### src/rtl/piso_shift_reg.sv
// piso_shift_reg: parallel-in, serial-out shift register.
// A WIDTH-bit word is captured while sel=0 and streamed out MSB first,
// one bit per rising clk edge, while sel=1. The LSB is zero-filled, so
// after WIDTH shifts the output stays low until the next load.
// There is no handshake: the consumer counts WIDTH edges on its own.
// clr is an asynchronous, active-high clear with priority over everything.
module piso_shift_reg #(
   parameter int WIDTH = 4
) (
   input  logic             clk,
   input  logic             clr,
   input  logic [WIDTH-1:0] d,
   input  logic             sel,
   output logic             q
);

   logic [WIDTH-1:0] sr_q;
   logic [WIDTH-1:0] sr_d;

   // Next-state select: load only on an explicit sel==0, anything else shifts
   always_comb begin
      sr_d = sr_q;
      if (sel == 1'b0) begin
         sr_d = d;
      end else begin
         sr_d = {sr_q[WIDTH-2:0], 1'b0};
      end
   end

   // Shift register state with asynchronous clear
   always_ff @(posedge clk or posedge clr) begin
      if (clr) begin
         sr_q <= '0;
      end else begin
         sr_q <= sr_d;
      end
   end

   // Serial output is the register MSB, never a combinational path from d
   assign q = sr_q[WIDTH-1];

endmodule

### config.mk
export PLATFORM = sky130hd
export DESIGN_NAME = piso_shift_reg
export DESIGN_NICKNAME = d
export VERILOG_FILES = /design/src/rtl/piso_shift_reg.sv
export SDC_FILE = /design/constraint.sdc
export NUM_CORES = 1
export LEC_CHECK = 0
export BUFFER_PORTS_ARGS = -buffer_cell sky130_fd_sc_hd__buf_2
export CAP_MARGIN = 20
export CORE_AREA = 2 2 39 41
export DETAILED_ROUTE_END_ITERATION = 10
export DIE_AREA = 0 0 41 43
export PLACE_DENSITY_LB_ADDON = 0.1
export SYNTH_ARGS = -nofsm -noshare
export SYNTH_HDL_FRONTEND = slang
export SYNTH_SLANG_ARGS = --single-unit
### constraint.sdc
create_clock -name clk -period 0.9 [get_ports clk]
set_input_delay 0.18 -clock clk [delete_from_list [all_inputs] [get_ports clk]]
set_output_delay 0.18 -clock clk [all_outputs]
set_load 0.03 [all_outputs]
# == After elaboration in Yosys (flattened, before gate mapping) ==
# Cells that the tools add are included.
# op_classes
mux,1
# op_table
operator,count
two-way mux 4 bit,1
# word_totals
reg_bits,4
inputBits,7
out_inout_bits,1

# == Logic depth before layout (Yosys ltp) ==
# depth
depth_word,1
ltp_mapped,1
depth_no_buf,1

# == Least setup slack after synthesis ==
# Ideal clock, no wire load.
# synth_path
path_type,flip-flop to flip-flop
start,register sr_q[0]
end,register sr_q[1]
arrival_time_ns,0.575
t_required_ns,0.775
path_slack_ns,0.200
path_stages_with_launch,2
path_buffers,0
path_cell_list,dfrtp_1 -> mux2_2
# synth_between
elab_chain_cells,1
# synth_lines
element,line_no,rtl
from (decl),17,logic [WIDTH-1:0] sr_q;
from (signal assigned),35,sr_q <= sr_d;
two-way mux 4 bit,23,if (sel == 1'b0) begin
via sr_d[1],18,logic [WIDTH-1:0] sr_d;
# The timed path passes the listed nets, and every way through them passes these cells.

# == Worst setup path in the final report ==
# layout_path
start,register sr_q[3]
end,output port q
# layout_lines
element,line_no,rtl
to (decl),14,output logic q
# No word-level cell between the ends.

==> summary.md <==
| Metric | Value |
|---|---|
| DRT Pass-1 Iters | 1 |
| Vias in the first global route | around 120 |
| Number of max-cap violations | 0 |
| Largest net degree at the start of global routing | 5 |
| WP data arrival | about 0.73 ns |
| Hold Slack | 0.1741 ns |
| GRT overflow | 0 |
| Final nets | 29 |
| Crit-path max cell delay | between 0.3 and 0.4 ns |
| VDD IR-drop max | between 0.8 and 0.9 mV |
| Biggest regs | sr_q (4) |
| Final hold vios | 0 |
| Vias per inst | just over 3 |
| Mapped Area | approximately 150 um^2 |
| Mean post-synth cell area | roughly 16 um^2 |
| Ant diodes | 0 |
| Setup TNS Final | -0.01465 ns |
| Measured slew at the worst slew-check pin | approximately 0.16 ns |
| # port buffers | 7 |
| Largest reg by FF count | sr_q |
| Die height | 43 um |
| Hold Path Class | in2reg |
| First-pass GRT wire length | between 400 and 500 um |
| Min Tclk post-route | a little over 0.9 ns |
| CTS H-tree lvls | 1 |
| Worst-path fanout max | 1 |
| Die width | between 40 and 50 um |
| Placeable Area | roughly 1400 um^2 |
| Gr usage total | 0.04431 |
| Setup Slack @ Placement | approximately 0.14 ns |
| RSZ-0062 raised after global routing | yes |
| Distinct cells, synth | 4 |
| Area grow syn2layout | 64.10% |
| Largest register FFs | 4 |
| Die Area | roughly 1800 um^2 |
| Final setup vio count | 1 |
| Initial Util | 0.1058 |
| RD Place Congestion | 0.6050 |
| Worst Skew | about 0.0037 ns |
| Status | finished, violations left |
| Pwr Density | about 2000 nW/um^2 |
| Drt wl/cell | 8.028 um |
| Worst rel slew slack | 0.8930 |
| Post-CTS setup buffer count | 0 |
| Clk pin slew, worst setup/hold paths | about 0.04 ns |
| Violated checks | setup timing |
| Critical Path RT | approximately 0.7 ns |
| CP Launch Type | flop |
| CTS Buf Count | 3 |
| Most frequent cells in the layout | buf_2 (6), dfrtp_1 (4), mux2_2 (3), clkbuf_4 (3) |
| Fillers | between 150 and 200 |
| Max-slew violations | 0 |
| CP Class | reg2out |
| Clock Latency Late Sink | 0.24 ns |
| Fmax | ~1100 MHz |
| Final period util | 1.016 |
| Synthesized net count | 16 |
| Critical path capture point type | primary output |
| CTS root buf | clkbuf_4 |
| Vias | approximately 110 |
| Initial antenna violation count | 0 |
| Initial DRC Count | 0 |
| ANT nets after route | 0 |
| CP bufs+invs | 1 |
| DRC viols | 0 |
| Leakage power | 0.1195 nW |
| Syn. warnings | 0 |
| Post-synthesis cell count | 9 |
| Worst-path cell chain | buf_6 |
| Crit path max-delay cell type | dfrtp_1 |
| Final wirelength | between 200 and 300 um |
| Synthesized flop and latch total | 4 |
| Ports | 8 |
| CTS Buffer Depth | 2 |
| Commonest non-fill, non-tap cell in the layout | buf_2 |
| Layout cells sized above 1 | 0.7000 |
| Finished Core Util | 0.1736 |
| CP delay by family, top | flip-flops |
| # rows | 14 |
| Final WS setup | -0.01465 ns |
| Post-synthesis sequential area ratio | 0.6838 |
| TritonCTS Sinks | 4 |
| CTS tree | yes |
logic make-up (layout without fill, tap and decap cells):
group	Yosys count	after routing	synth area share
buffers and inverters	1	12	0.02562
DFF	4	4	0.6838
muxes	3	3	0.2308
and+or+nand+nor	1	1	0.05984
power breakdown:
| group | internal, mW | switching, mW |
|---|---|---|
| Combinational | 0.0326 | 0.0228 |
| Clock | 0.149 | 0.0766 |
| Sequential | 0.195 | 0.00428 |
| Total | 0.377 | 0.104 |
synth_stat cells (all sizes together):
cell   count  area [um^2]
mux2       3        33.78
and2b      1        8.760
dfrtp      4        100.1
inv        1        3.750
what timing repair did:
item | in CTS | in global routing
resized for setup | 2 | 0
pin swaps | 0 | 0
hold buffers | 1 | 0
endpoints found under the hold margin | 4 | 0
endpoints found under the setup margin | 1 | 1
final timing paths:
| path | from | endpoint | slack [ns] | cells after the start |
|---|---|---|---|---|
| min in group asynchronous | clr | sr_q[3]$_DFF_PP0_ | 0.37 | 3 |
| max in group asynchronous | clr | sr_q[1]$_DFF_PP0_ | 0.38 | 3 |
| setup reg to reg | sr_q[1]$_DFF_PP0_ | sr_q[2]$_DFF_PP0_ | 0.17 | 1 |
| hold reg to reg | sr_q[0]$_DFF_PP0_ | sr_q[1]$_DFF_PP0_ | 0.48 | 1 |
| hold / removal | d[0] | sr_q[0]$_DFF_PP0_ | 0.17 | 2 |
| setup / recovery | sr_q[3]$_DFF_PP0_ | q | -0.01 | 1 |
metal layers:
metal / share of wire / track usage / vias up
met2: 0.36 / 0.05938 / 9
met1: 0.40 / 0.03571 / 50
li1: - / - / 53
met4: 0 / 0 / 0
met5: 0 / 0 / -
met3: 0.24 / 0.07330 / 0
area by class of cell:
class	count	area (um^2)	share of cell area
sequential	4	100.1	0.4167
multi-input combinational	4	42.54	0.1771
timing repair buffer	8	51.30	0.2135
inverter	1	3.754	0.01563
clock buffer	3	22.52	0.09375
tap	16	20.02	0.08333
stage by stage:
stage | instance area (um^2) | cells | total power [mW]
finish | 240.2 | 36 | 0.4804
detailed placement | 201.4 | 32 | 0.2478
global route | 240.2 | 36 | 0.5143
CTS | 240.2 | 36 | 0.4909
global placement | 201.4 | 32 | 0.2486
floorplan | 146.4 | 9 | 0.2261
No activity file was read; power rests on OpenSTA's default activity.
